**config.mk**
```make
export PLATFORM = sky130hd
export DESIGN_NAME = mux_nx1_hs
export DESIGN_NICKNAME = d
export VERILOG_FILES = /design/src/rtl/mux_pkg.sv /design/src/rtl/mux_rr_pick.sv /design/src/rtl/mux_nx1_hs.sv
export SDC_FILE = /design/constraint.sdc
export NUM_CORES = 1
export LEC_CHECK = 0
export BUFFER_PORTS_ARGS = -buffer_cell sky130_fd_sc_hd__buf_4
export CORE_MARGIN = 1
export CORE_UTILIZATION = 45
export CTS_CLUSTER_SIZE = 16
export DETAILED_ROUTE_END_ITERATION = 10
export GPL_ROUTABILITY_DRIVEN = 0
export PLACE_DENSITY = 0.84
export SLEW_MARGIN = 5
export SYNTH_ARGS = -nofsm -noshare
export SYNTH_HDL_FRONTEND = slang
export SYNTH_SLANG_ARGS = --single-unit
```
**constraint.sdc**
```tcl
create_clock -name clk -period 3.8 [get_ports clk]
set_clock_uncertainty 0.1 [all_clocks]
set_input_delay 0.19 -clock clk [delete_from_list [all_inputs] [get_ports clk]]
set_output_delay 0.19 -clock clk [all_outputs]
set_load 0.01 [all_outputs]
```
**src/rtl/mux_pkg.sv**
```systemverilog
// mux_pkg: shared constants and helpers for the N:1 handshaked multiplexer.
//   MODE_FIXED / MODE_RR : encodings of the mode input.
//   clog2()              : ceiling log2, used to size the channel-select fields.
package mux_pkg;

    localparam logic MODE_FIXED = 1'b0;
    localparam logic MODE_RR    = 1'b1;

    // Ceiling log2; clog2(1) = 0, clog2(6) = 3, clog2(8) = 3.
    function automatic int unsigned clog2(input int unsigned n);
        int unsigned r;
        r = 0;
        for (int unsigned i = 0; i < 32; i++) begin
            if ((longint'(1) << i) < longint'(n)) begin
                r = i + 1;
            end
        end
        return r;
    endfunction

endpackage

```
**src/rtl/mux_rr_pick.sv**
```systemverilog
// mux_rr_pick: combinational round-robin channel picker.
//   req         in  CHANNELS  per-channel request (valid) vector
//   ptr         in  SEL_W     channel granted most recently
//   burst_ok    in  1         ptr may be granted again without rotating
//   grant       out SEL_W     chosen channel index
//   grant_valid out 1         a channel was chosen
// Rotation searches ptr+1, ptr+2, ... wrapping, and ends at ptr itself, so a lone
// requester at ptr is always re-granted.
module mux_rr_pick
    import mux_pkg::*;
#(
    parameter int unsigned CHANNELS = 8,
    localparam int unsigned SEL_W = clog2(CHANNELS)
) (
    input  logic [CHANNELS-1:0] req,
    input  logic [SEL_W-1:0]    ptr,
    input  logic                burst_ok,
    output logic [SEL_W-1:0]    grant,
    output logic                grant_valid
);

    logic [2*CHANNELS-1:0] req_dbl;
    logic [CHANNELS-1:0]   req_rot;
    logic [SEL_W:0]        base;
    logic [SEL_W-1:0]      rot_grant;
    logic                  rot_hit;

    always_comb begin
        // Doubling the vector turns the wrap-around search into a plain slice:
        // bit i of req_rot is channel (ptr + 1 + i) mod CHANNELS.
        req_dbl   = {req, req};
        base      = {1'b0, ptr} + (SEL_W + 1)'(1);
        req_rot   = req_dbl[base +: CHANNELS];
        rot_hit   = 1'b0;
        rot_grant = '0;
        // Descending scan so the lowest set bit (nearest to ptr+1) wins.
        for (int i = int'(CHANNELS) - 1; i >= 0; i--) begin
            int t;
            t = int'(ptr) + 1 + i;
            if (t >= int'(CHANNELS)) begin
                t = t - int'(CHANNELS);
            end
            if (req_rot[i]) begin
                rot_hit   = 1'b1;
                rot_grant = SEL_W'(t);
            end
        end

        if (burst_ok && req[ptr]) begin
            grant       = ptr;
            grant_valid = 1'b1;
        end else begin
            grant       = rot_grant;
            grant_valid = rot_hit;
        end
    end

endmodule

```
**src/rtl/mux_nx1_hs.sv**
```systemverilog
// mux_nx1_hs: N-channel, W-bit registered multiplexer with valid/ready on every
// input and on the output. Fixed-select or round-robin (burst-limited) arbitration.
//   clk         in  1               rising-edge clock
//   rst_n       in  1               asynchronous active-low reset
//   mode        in  1               MODE_FIXED (use sel) or MODE_RR (round-robin)
//   sel         in  SEL_W           channel index in fixed mode
//   din         in  CHANNELS*WIDTH  channel c at [c*WIDTH +: WIDTH]
//   din_valid   in  CHANNELS        per-channel valid
//   din_ready   out CHANNELS        per-channel ready, one-hot or zero
//   dout        out WIDTH           registered output word
//   dout_ch     out SEL_W           channel dout came from
//   dout_valid  out 1               output valid
//   dout_ready  in  1               consumer ready
module mux_nx1_hs
    import mux_pkg::*;
#(
    parameter int unsigned WIDTH    = 8,
    parameter int unsigned CHANNELS = 8,
    parameter int unsigned BURST    = 1,
    localparam int unsigned SEL_W   = clog2(CHANNELS)
) (
    input  logic                      clk,
    input  logic                      rst_n,
    input  logic                      mode,
    input  logic [SEL_W-1:0]          sel,
    input  logic [CHANNELS*WIDTH-1:0] din,
    input  logic [CHANNELS-1:0]       din_valid,
    output logic [CHANNELS-1:0]       din_ready,
    output logic [WIDTH-1:0]          dout,
    output logic [SEL_W-1:0]          dout_ch,
    output logic                      dout_valid,
    input  logic                      dout_ready
);

    localparam int unsigned       CNT_W   = clog2(BURST + 1);
    localparam logic [CNT_W-1:0]  BURST_C = CNT_W'(BURST);
    localparam logic [SEL_W:0]    CH_EXT  = (SEL_W + 1)'(CHANNELS);
    localparam logic [SEL_W-1:0]  PTR_RST = SEL_W'(CHANNELS - 1);

    logic [WIDTH-1:0] dout_q, dout_d;
    logic [SEL_W-1:0] ch_q, ch_d;
    logic             valid_q, valid_d;
    logic [SEL_W-1:0] ptr_q, ptr_d;
    logic [CNT_W-1:0] cnt_q, cnt_d;

    logic             load;
    logic             burst_ok;
    logic             xfer;
    logic [SEL_W-1:0] rr_grant;
    logic             rr_grant_valid;
    logic [SEL_W-1:0] grant;
    logic             grant_valid;

    assign load = !valid_q || dout_ready;

    // cnt_q == 0 only after reset: no burst is in progress, so ptr (CHANNELS-1)
    // must not be favoured and the search starts at channel 0.
    assign burst_ok = (cnt_q != '0) && (cnt_q < BURST_C);

    mux_rr_pick #(
        .CHANNELS (CHANNELS)
    ) u_pick (
        .req         (din_valid),
        .ptr         (ptr_q),
        .burst_ok    (burst_ok),
        .grant       (rr_grant),
        .grant_valid (rr_grant_valid)
    );

    always_comb begin
        if (mode == MODE_RR) begin
            grant       = rr_grant;
            grant_valid = rr_grant_valid;
        end else begin
            grant       = sel;
            // Out-of-range sel (non-power-of-2 CHANNELS) never grants.
            grant_valid = ({1'b0, sel} < CH_EXT) && din_valid[sel];
        end
    end

    assign xfer = load && grant_valid;

    always_comb begin
        din_ready = '0;
        if (xfer) begin
            din_ready[grant] = 1'b1;
        end
    end

    always_comb begin
        dout_d  = dout_q;
        ch_d    = ch_q;
        valid_d = valid_q;
        ptr_d   = ptr_q;
        cnt_d   = cnt_q;
        if (xfer) begin
            dout_d  = din[grant*WIDTH +: WIDTH];
            ch_d    = grant;
            valid_d = 1'b1;
            if (grant != ptr_q) begin
                ptr_d = grant;
                cnt_d = CNT_W'(1);
            end else if (mode == MODE_RR && !burst_ok) begin
                // Re-granted by the wrap search after the burst ran out: new burst.
                cnt_d = CNT_W'(1);
            end else if (cnt_q < BURST_C) begin
                cnt_d = cnt_q + CNT_W'(1);
            end
        end else if (load) begin
            valid_d = 1'b0;
        end
    end

    always_ff @(posedge clk or negedge rst_n) begin
        if (!rst_n) begin
            dout_q  <= '0;
            ch_q    <= '0;
            valid_q <= 1'b0;
            ptr_q   <= PTR_RST;
            cnt_q   <= '0;
        end else begin
            dout_q  <= dout_d;
            ch_q    <= ch_d;
            valid_q <= valid_d;
            ptr_q   <= ptr_d;
            cnt_q   <= cnt_d;
        end
    end

    assign dout       = dout_q;
    assign dout_ch    = ch_q;
    assign dout_valid = valid_q;

endmodule

```
==> results of run 1 <==
==> through the flow <==
stage           util  std cells
5_1_grt        0.663        430
4_1_cts        0.649        427
6_report       0.663        430
3_3_place_gp   0.626        417
3_5_place_dp   0.626        417
2_1_floorplan      -        259
==> cell families (layout without fill, tap and decap cells) <==
| group | Yosys count | count (layout) | synth area share |
|---|---|---|---|
| simple gates | 77 | 77 | 0.182 |
| compound gates | 76 | 76 | 0.250 |
| mux | 57 | 57 | 0.318 |
| buf+inv | 27 | 128 | 0.0575 |
| flops | 15 | 15 | 0.158 |
| xor+xnor | 5 | 5 | 0.0240 |
| fa+ha+maj | 2 | 2 | 0.0104 |
==> metal layers <==
metal | share of wire | vias up | routed length [um]
met5 | 0 | - | 0
met4 | 0.028 | 0 | 216
met3 | 0.095 | 25 | 740
met2 | 0.52 | 206 | 4050
met1 | 0.36 | 1250 | 2820
li1 | - | 1210 | -
==> layout by cell type (no fill, tap or decap), drive strengths merged, types with 4 or more instances in the layout <==
cell type	instances
a211oi	5
a21oi	21
a222oi	5
buf	117
clkbuf	4
dfrtp	12
inv	6
mux2	28
mux2i	19
mux4	10
nand2	16
nand2b	4
nor2	19
nor3	4
nor3b	8
o21a	5
o21ai	6
o22ai	4
o31ai	4
==> worst reg2reg max path, cell delays in order (launching register included) <==
cell and delay, ns:
dfstp_4 0.73, mux4_2 0.64, mux2_4 0.35, o21bai_1 0.18, mux2i_1 0.15, nor2_1 0.08, a221oi_4 0.41, buf_12 0.18
mux2_2 0.33, a222oi_1 0.30, a21oi_1 0.10
==> flip-flops by register name, summed over array words and instances (netlist names) <==
| signal | flops |
|---|---|
| dout | 8 |
| ptr_q | 3 |
| dout_valid | 1 |
| dout_ch | 3 |
==> path summary, 6_finish.rpt <==
kind / endpoint / slack (ns) / depth (start not counted)
min in group asynchronous: dout[3] / 0.23 / 2
max reg2reg: dout[6] / 0.12 / 10
min: dout_valid / 0.11 / 3
min reg2reg: dout[5] / 0.40 / 2
max in group asynchronous: ptr_q[2] / 3.12 / 2
max: din_ready[7] / 0.10 / 9
==> repair_timing <==
| item | 4_1_cts | 5_1_grt |
|---|---|---|
| hold buffers | 1 | 0 |
| setup endpoints to repair | 8 | 16 |
| setup buffers | 5 | 3 |
| cloned | 0 | 0 |
| pin swaps | 2 | 1 |
| hold endpoints to repair | 15 | 0 |
| gates resized for setup | 0 | 9 |
==> where the power goes <==
group | internal [uW] | switching (uW) | leakage (uW)
sequential | 259 | 105 | 0.000168
clock | 74.4 | 60.2 | 0.0000228
combinational | 1320 | 1330 | 0.00130
total | 1650 | 1490 | 0.00149
==> synth_stat cells, types with 5 or more instances <==
master	n
dfrtp_1	12
clkbuf_1	7
nand2_1	15
a21oi_1	21
o21a_1	5
mux2i_1	17
a211oi_1	5
nor3b_1	8
inv_1	5
mux2_2	17
mux2_1	7
nor2_1	19
buf_2	7
mux4_2	10
a222oi_1	5
==> final cells by class <==
type | instances | area (um2)
multi-input cells | 217 | 1910
fillers | 395 | 1720
repair buffers | 118 | 930
flip-flops and latches | 15 | 387
well taps | 70 | 87.6
clock buffers | 4 | 45.0
inverters | 6 | 22.5
==> metrics.txt, run 1 <==
run status=finished clean; ant diodes=0; Slew Limit Fails=0; Startpoint Class=register; crit share post-route=0.974; Num CTS Buffers=3; Syn Area/Cell=9.25 um2; number of nets still failing antenna checks after routing=0; Post-synth EDFFs=0; hold_ws=0.113 ns; sequential area share after synthesis=0.158; Initial DRC Count=436; Finished Cell Area=3380 um2; Most Crowded Layer GR=met2; Final Total Pwr=3150 uW; top cell type's share of synthesized area=0.125; Pleak=0.00149 uW; Die Ht=75.0 um; clk_lat worst skew=0.25 ns; post-route minimum period=3.70 ns; FF-to-FF Start=ptr_q[0]; WL final=7820 um; I/O Buffers=98; pin count of the biggest net entering global routing=20; CP max stage delay=0.73 ns; total number of yosys warnings=0; post-place setup slack=-0.0123 ns; Peak VDD IR=0.492 mV; worst path bufs/invs=1; Area Growth Syn to Fin=41.3%; Global Route met2 Usage=0.493; Vias=2691; CTS Sinks=15; Root Buffer=clkbuf_8; nature of the critical path endpoint=primary output; max_cap viols=0; DR pass1 iterations=5; GRT Util Overall=0.284; crit path max-delay cell type=dfstp_4; maximum operating frequency=0.270 GHz; die area=5620 um2; Setup violations, final=0; Required @ worst endpoint=3.51 ns; vias per inst=6.26; Gate Count Post-Synth=259; PwrDens=930 nW/um2; Synth area leader=dfrtp_1; top cells by area, synth=dfrtp_1 13%, mux4_2 9.4%, mux2_2 8.0%; maximum clock insertion buffer count=2; CTS H-tree depth=1; Most used DFF post-synth=dfrtp_1; ys async rst share=1.00; crit path DAT=3.41 ns; row count=26; TritonCTS clock tree=built; Top delay family on crit path=multiplexers; CP cell instances=mux4_2 -> mux2i_4 -> nand2_2 -> a211o_1 -> o22a_1 -> o31a_1 -> or2_2 -> nor2_1 -> buf_4; FF+latch count, synth=15; WL/cell=18.2 um; initial antenna violation count=0; met3 GRT Util=0.0415; total negative slack for setup checks=0 ns; final net count=442; share of cells above drive strength 1=0.478; HP Class=in2reg; DP Area=3200 um2; fin worst setup slack=0.100 ns; Slew HR=0.649; Die X=75.0 um; Core Footprint=5110 um2; Hold Crit Start=dout_ready; Mapped Area=2390 um2; Top Ports=99; critical path peak fanout=11; vias in the first global route=2604; Final Hold Fails=0; first-pass GRT wire length=12100 um; met1 usage=0.349; global route overflow=0; # DRC=0; clock-pin slew on the worst setup and hold paths=0.07 ns; Initial Utilization=0.469; net count after synthesis=340; crit path launch=ptr_q[0]; Worst-Margin Slew=0.525 ns; Yosys cell types=67; critical path class=reg2out; Post-DP HPWL=5890 um
Power figures use the tool's default switching activity.
==> run 2, diff against run 1 <==
--- a/constraint.sdc
+++ b/constraint.sdc
@@ -4,2 +4,2 @@
 set_output_delay 0.19 -clock clk [all_outputs]
-set_load 0.01 [all_outputs]
+set_load 0.1 [all_outputs]
==> metrics.txt, run 2 (synthesis results as in run 1) <==
run status=finished clean; Initial DRC Count=303 (-31%); post-place setup slack=0.220 ns (+0.232 ns); Final Hold Fails=0 (unchanged); critical path peak fanout=12 (+1); ant diodes=0 (unchanged); commonest non-fill, non-tap cell in the layout=buf_4; Root Buffer=clkbuf_8; I/O Buffers=98 (unchanged); Initial Utilization=0.469 (unchanged); die area=5620 um2 (unchanged); most frequent cells in the layout=110 x buf_4, 21 x a21oi_1, 17 x mux2i_1, 17 x mux2_2, 15 x nor2_1; Required @ worst endpoint=3.51 ns (about the same); Worst-Margin Slew=0.508 ns (-0.0176 ns); Multi-input gate area=1950 um2 (+2.0%); Finished Cell Area=3390 um2 (+0.30%); Slew HR=0.660 (+0.0118); PwrDens=1070 nW/um2 (+15%); Slew Limit Fails=0 (unchanged); Pleak=0.00148 uW (-0.34%); initial antenna violation count=0 (unchanged); max_cap viols=0 (unchanged); Hold EP=dout_valid; TritonCTS clock tree=built; crit share post-route=0.971 (-0.00209); DR pass1 iterations=7 (+2); Register Area=387 um2 (unchanged); Hold Crit Start=dout_ready; HP Class=in2reg; R2R Path End=dout[0]; first-pass GRT wire length=11700 um (-3.4%); row count=26 (unchanged); Die X=75.0 um (unchanged); Core Footprint=5110 um2 (unchanged); Num CTS Buffers=3 (unchanged); Top Ports=99 (unchanged); final net count=440 (-0.45%); global route overflow=0 (unchanged); total negative slack for setup checks=0 ns (unchanged); clk_lat worst skew=0.25 ns (about the same); number of nets still failing antenna checks after routing=0 (unchanged); Post-DP HPWL=5610 um (-4.7%); Largest register FFs=8 (unchanged); WHS Path Cells=3 (unchanged); CTS Sinks=15 (unchanged); vias in the first global route=2540 (-2.5%); pin count of the biggest net entering global routing=22 (+10%); GRT Util Overall=0.271 (-0.0123); vias per inst=6.06 (-3.2%); filler instances=407 (+3.0%); Vias=2594 (-3.6%); WL/cell=17.1 um (-5.9%); FF-to-FF Start=ptr_q[0]; unrepaired setup endpoints after global routing=no; Startpoint Class=register; Area Growth Syn to Fin=41.7%; post-route minimum period=3.69 ns (-0.00794 ns); crit path DAT=3.40 ns (about the same); # DRC=0 (unchanged); critical path class=reg2out; WL final=7330 um (-6.3%); Die Ht=75.0 um (unchanged); fin worst setup slack=0.108 ns (+0.00794 ns); maximum operating frequency=0.271 GHz (+0.22%); CTS H-tree depth=1 (unchanged); Peak VDD IR=0.845 mV (+72%); clock-pin slew on the worst setup and hold paths=0.07 ns (about the same); Setup violations, final=0 (unchanged); share of cells above drive strength 1=0.494 (+0.0166); flop2flop setup slack=0.22 ns (+0.10 ns); Reg2Reg Depth=9 (-1); maximum clock insertion buffer count=2 (unchanged); DP Area=3280 um2 (+2.5%); nature of the critical path endpoint=primary output
==> run 2: cell types whose count changed in the layout (fill, tap and decap cells not counted), sizes merged <==
| cell | change |
|---|---|
| buf | -2 |
==> run 2: worst max path at each step <==
stage | startpoint | end | slack [ns] | cells after the start
6_report | ptr_q[0] | din_ready[0] | 0.11 | 9
5_1_grt | ptr_q[0] | din_ready[5] | 0.001 | 9
4_1_cts | ptr_q[0] | din_ready[5] | 0.03 | 9
3_5_place_dp | ptr_q[0] | din_ready[5] | 0.22 | 8
3_3_place_gp | ptr_q[0] | din_ready[5] | 0.27 | 8
2_1_floorplan | ptr_q[0] | din_ready[6] | 0.005 | 15
==> run 2: layer usage <==
layer	routed length [um]	up-vias	track usage
li1	-	1199	-
met1	2850	1242	0.340
met2	3780	141	0.485
met3	576	12	0.0509
met4	119	0	0.0587
met5	0	-	0
==> run 2: stage by stage <==
step	hold slack (ns)	util	cells	total power [uW]
6_report	0.120	0.665	428	3630
4_1_cts	0.120	0.654	425	3540
3_3_place_gp	-0.0385	0.642	419	3340
2_1_floorplan	-0.206	-	259	2800
3_5_place_dp	-0.0424	0.642	419	3380
5_1_grt	0.131	0.665	428	3840
==> run 2: repair_timing <==
| action | in CTS | in global routing |
|---|---|---|
| endpoints found under the hold margin | 15 | 0 |
| buffers inserted | 1 | 3 |
| pin swaps | 1 | 0 |
| resized for setup | 0 | 9 |
| hold buffers | 1 | 0 |
| setup endpoints to repair | 5 | 9 |
==> run 2: cell type report <==
class / instances / share of cell area
Multi-Input combinational cell: 217 / 0.575
Timing Repair Buffer: 116 / 0.265
Sequential cell: 15 / 0.114
Tap cell: 70 / 0.0258
Clock buffer: 4 / 0.0133
Inverter: 6 / 0.00663
==> run 2: power breakdown <==
| part | total (uW) | switching (uW) | internal (uW) |
|---|---|---|---|
| clock | 134 | 59.8 | 74.3 |
| combinational | 3130 | 1890 | 1240 |
| sequential | 364 | 104 | 259 |
| total | 3630 | 2050 | 1570 |
==> run 2: critical path, cell delays in order (launching register included) <==
cell and delay [ns]:
dfstp_4 0.73, mux4_2 0.60, mux2_4 0.35, o21bai_1 0.17
a211oi_1 0.25, o22a_1 0.21, o31a_1 0.22, and2_1 0.19
and3_2 0.20, buf_6 0.22
==> run 3, diff against run 2 <==
CORE_UTILIZATION = 50   (was 45)
PLACE_DENSITY = 0.88   (was 0.84)
clock period = 4.2 ns   (was 3.8 ns; I/O delays follow)
==> metrics.txt, run 3 (synthesis results as in run 1) <==
run status=finished, violations left; failing checks=design-rule violations; Root Buffer=clkbuf_8; CTS H-tree depth=1 (unchanged); Register Area=383 um2 (-0.97%); maximum operating frequency=0.254 GHz; Initial DRC Count=281 (-7.3%); Worst-Margin Slew=0.565 ns (+0.0574 ns); Required @ worst endpoint=3.89 ns (+0.38 ns); Largest register FFs=8 (unchanged); initial antenna violation count=0 (unchanged); most frequent cells in the layout=110 x buf_4, 21 x a21oi_1, 17 x mux2i_1, 17 x mux2_2, 15 x nor2_1; I/O Buffers=98 (unchanged); ant diodes=0 (unchanged); crit share post-route=0.936; Top Ports=99 (unchanged); Startpoint Class=register; DR pass1 iterations=7 (unchanged); vias in the first global route=2659 (+4.7%); vias per inst=6.36 (+5.0%); Vias=2583 (-0.42%); TritonCTS clock tree=built; maximum clock insertion buffer count=2 (unchanged); share of cells above drive strength 1=0.489 (-0.00571); critical path peak fanout=16 (+4); WL/cell=18.7 um (+9.4%); critical path class=reg2out; Core Footprint=4470 um2 (-12%); Area Growth Syn to Fin=37.7%; HP Class=in2reg; Setup violations, final=0 (unchanged); pin count of the biggest net entering global routing=25 (+14%); met1 usage=0.375 (+0.0351); post-route minimum period=3.93 ns; met3 GRT Util=0.0470 (-0.00386); clk_lat worst skew=0.25 ns (about the same); Initial Utilization=0.535 (+0.0663); PwrDens=980 nW/um2 (-8.4%); Die X=71.2 um (-5.0%); max_cap viols=0 (unchanged); # DRC=1 (+1); commonest non-fill, non-tap cell in the layout=buf_4; hold_ws=0.133 ns (+0.0136 ns); final core occ=0.737 (+0.0722); Post-DP HPWL=6040 um (+7.5%); Multi-input gate area=1930 um2 (-0.90%); row count=24 (-7.7%); clock-pin slew on the worst setup and hold paths=0.06 ns (about the same); global route overflow=0 (unchanged); Final Hold Fails=0 (unchanged); Slew HR=0.622 (-0.0384); crit path DAT=3.62 ns (+0.22 ns); unrepaired setup endpoints after global routing=no; WL final=7610 um (+3.8%); die area=5070 um2 (-9.7%); Num CTS Buffers=3 (unchanged); final net count=436 (-0.91%); Final Total Pwr=3230 uW (-11%); Pleak=0.00146 uW (-2.0%); CTS Sinks=15 (unchanged); Global Route met2 Usage=0.545 (+0.0595); Peak VDD IR=0.704 mV (-17%); GRT Util Overall=0.314 (+0.0423); Slew Limit Fails=0 (unchanged); nature of the critical path endpoint=primary output; first-pass GRT wire length=12600 um (+7.4%); Most Crowded Layer GR=met2; flop2flop setup slack=0.46 ns (+0.24 ns); filler instances=324 (-20%); number of nets still failing antenna checks after routing=0 (unchanged); Die Ht=71.2 um (-5.0%)
[run 3: layer usage]
metal | vias up | part of all wire | wire length, um
met4 | 0 | 0.047 | 357
met2 | 135 | 0.51 | 3840
li1 | 1198 | - | -
met3 | 39 | 0.070 | 533
met1 | 1211 | 0.38 | 2870
met5 | - | 0 | 0
[run 3: worst paths after layout]
kind | from | to | cells past startpoint
hold / removal | dout_ready | dout_valid | 3
setup reg to reg | ptr_q[0] | dout[6] | 11
setup / recovery | ptr_q[0] | din_ready[5] | 9
max in group asynchronous | rst_n | ptr_q[2] | 2
min in group asynchronous | rst_n | dout[1] | 2
hold reg to reg | dout[4] | dout[4] | 2
[run 3: stage by stage]
step	cell area (um2)	setup WS, ns	TNS [ns]	instances
5_1_grt	3300	0.0127	0	406
4_1_cts	3260	0.0331	0	403
2_1_floorplan	2450	-0.0761	-0.152	259
6_report	3300	0.270	0	406
3_5_place_dp	3210	0.297	0	398
3_3_place_gp	3210	0.324	0	398
[run 3: repair_timing]
| action | CTS | global route |
|---|---|---|
| hold buffers | 1 | 0 |
| gates resized for setup | 0 | 5 |
| endpoints found under the setup margin | 0 | 8 |
| setup buffers | 0 | 3 |
| endpoints found under the hold margin | 15 | 0 |
[run 3: area by class of cell]
| class | instances | area share |
|---|---|---|
| multi-input cells | 217 | 0.587 |
| repair buffers | 112 | 0.257 |
| flip-flops and latches | 15 | 0.116 |
| well taps | 52 | 0.0197 |
| clock buffers | 4 | 0.0137 |
| inverters | 6 | 0.00683 |
[run 3: power breakdown]
part           internal [uW]  switching, uW  total [uW]
logic                   1070           1710        2780
clock network           67.2           49.1         116
registers                232            106         337
total                   1370           1860        3230
[run 3: critical path, cell delays in order, from the launching register on]
cell and delay (ns):
dfstp_4 0.72, buf_4 0.23, mux4_2 0.33, o22ai_1 0.09, or3_1 0.39, a22oi_1 0.37, and2_2 0.41, nand2_1 0.29
nor3_4 0.19, buf_4 0.33
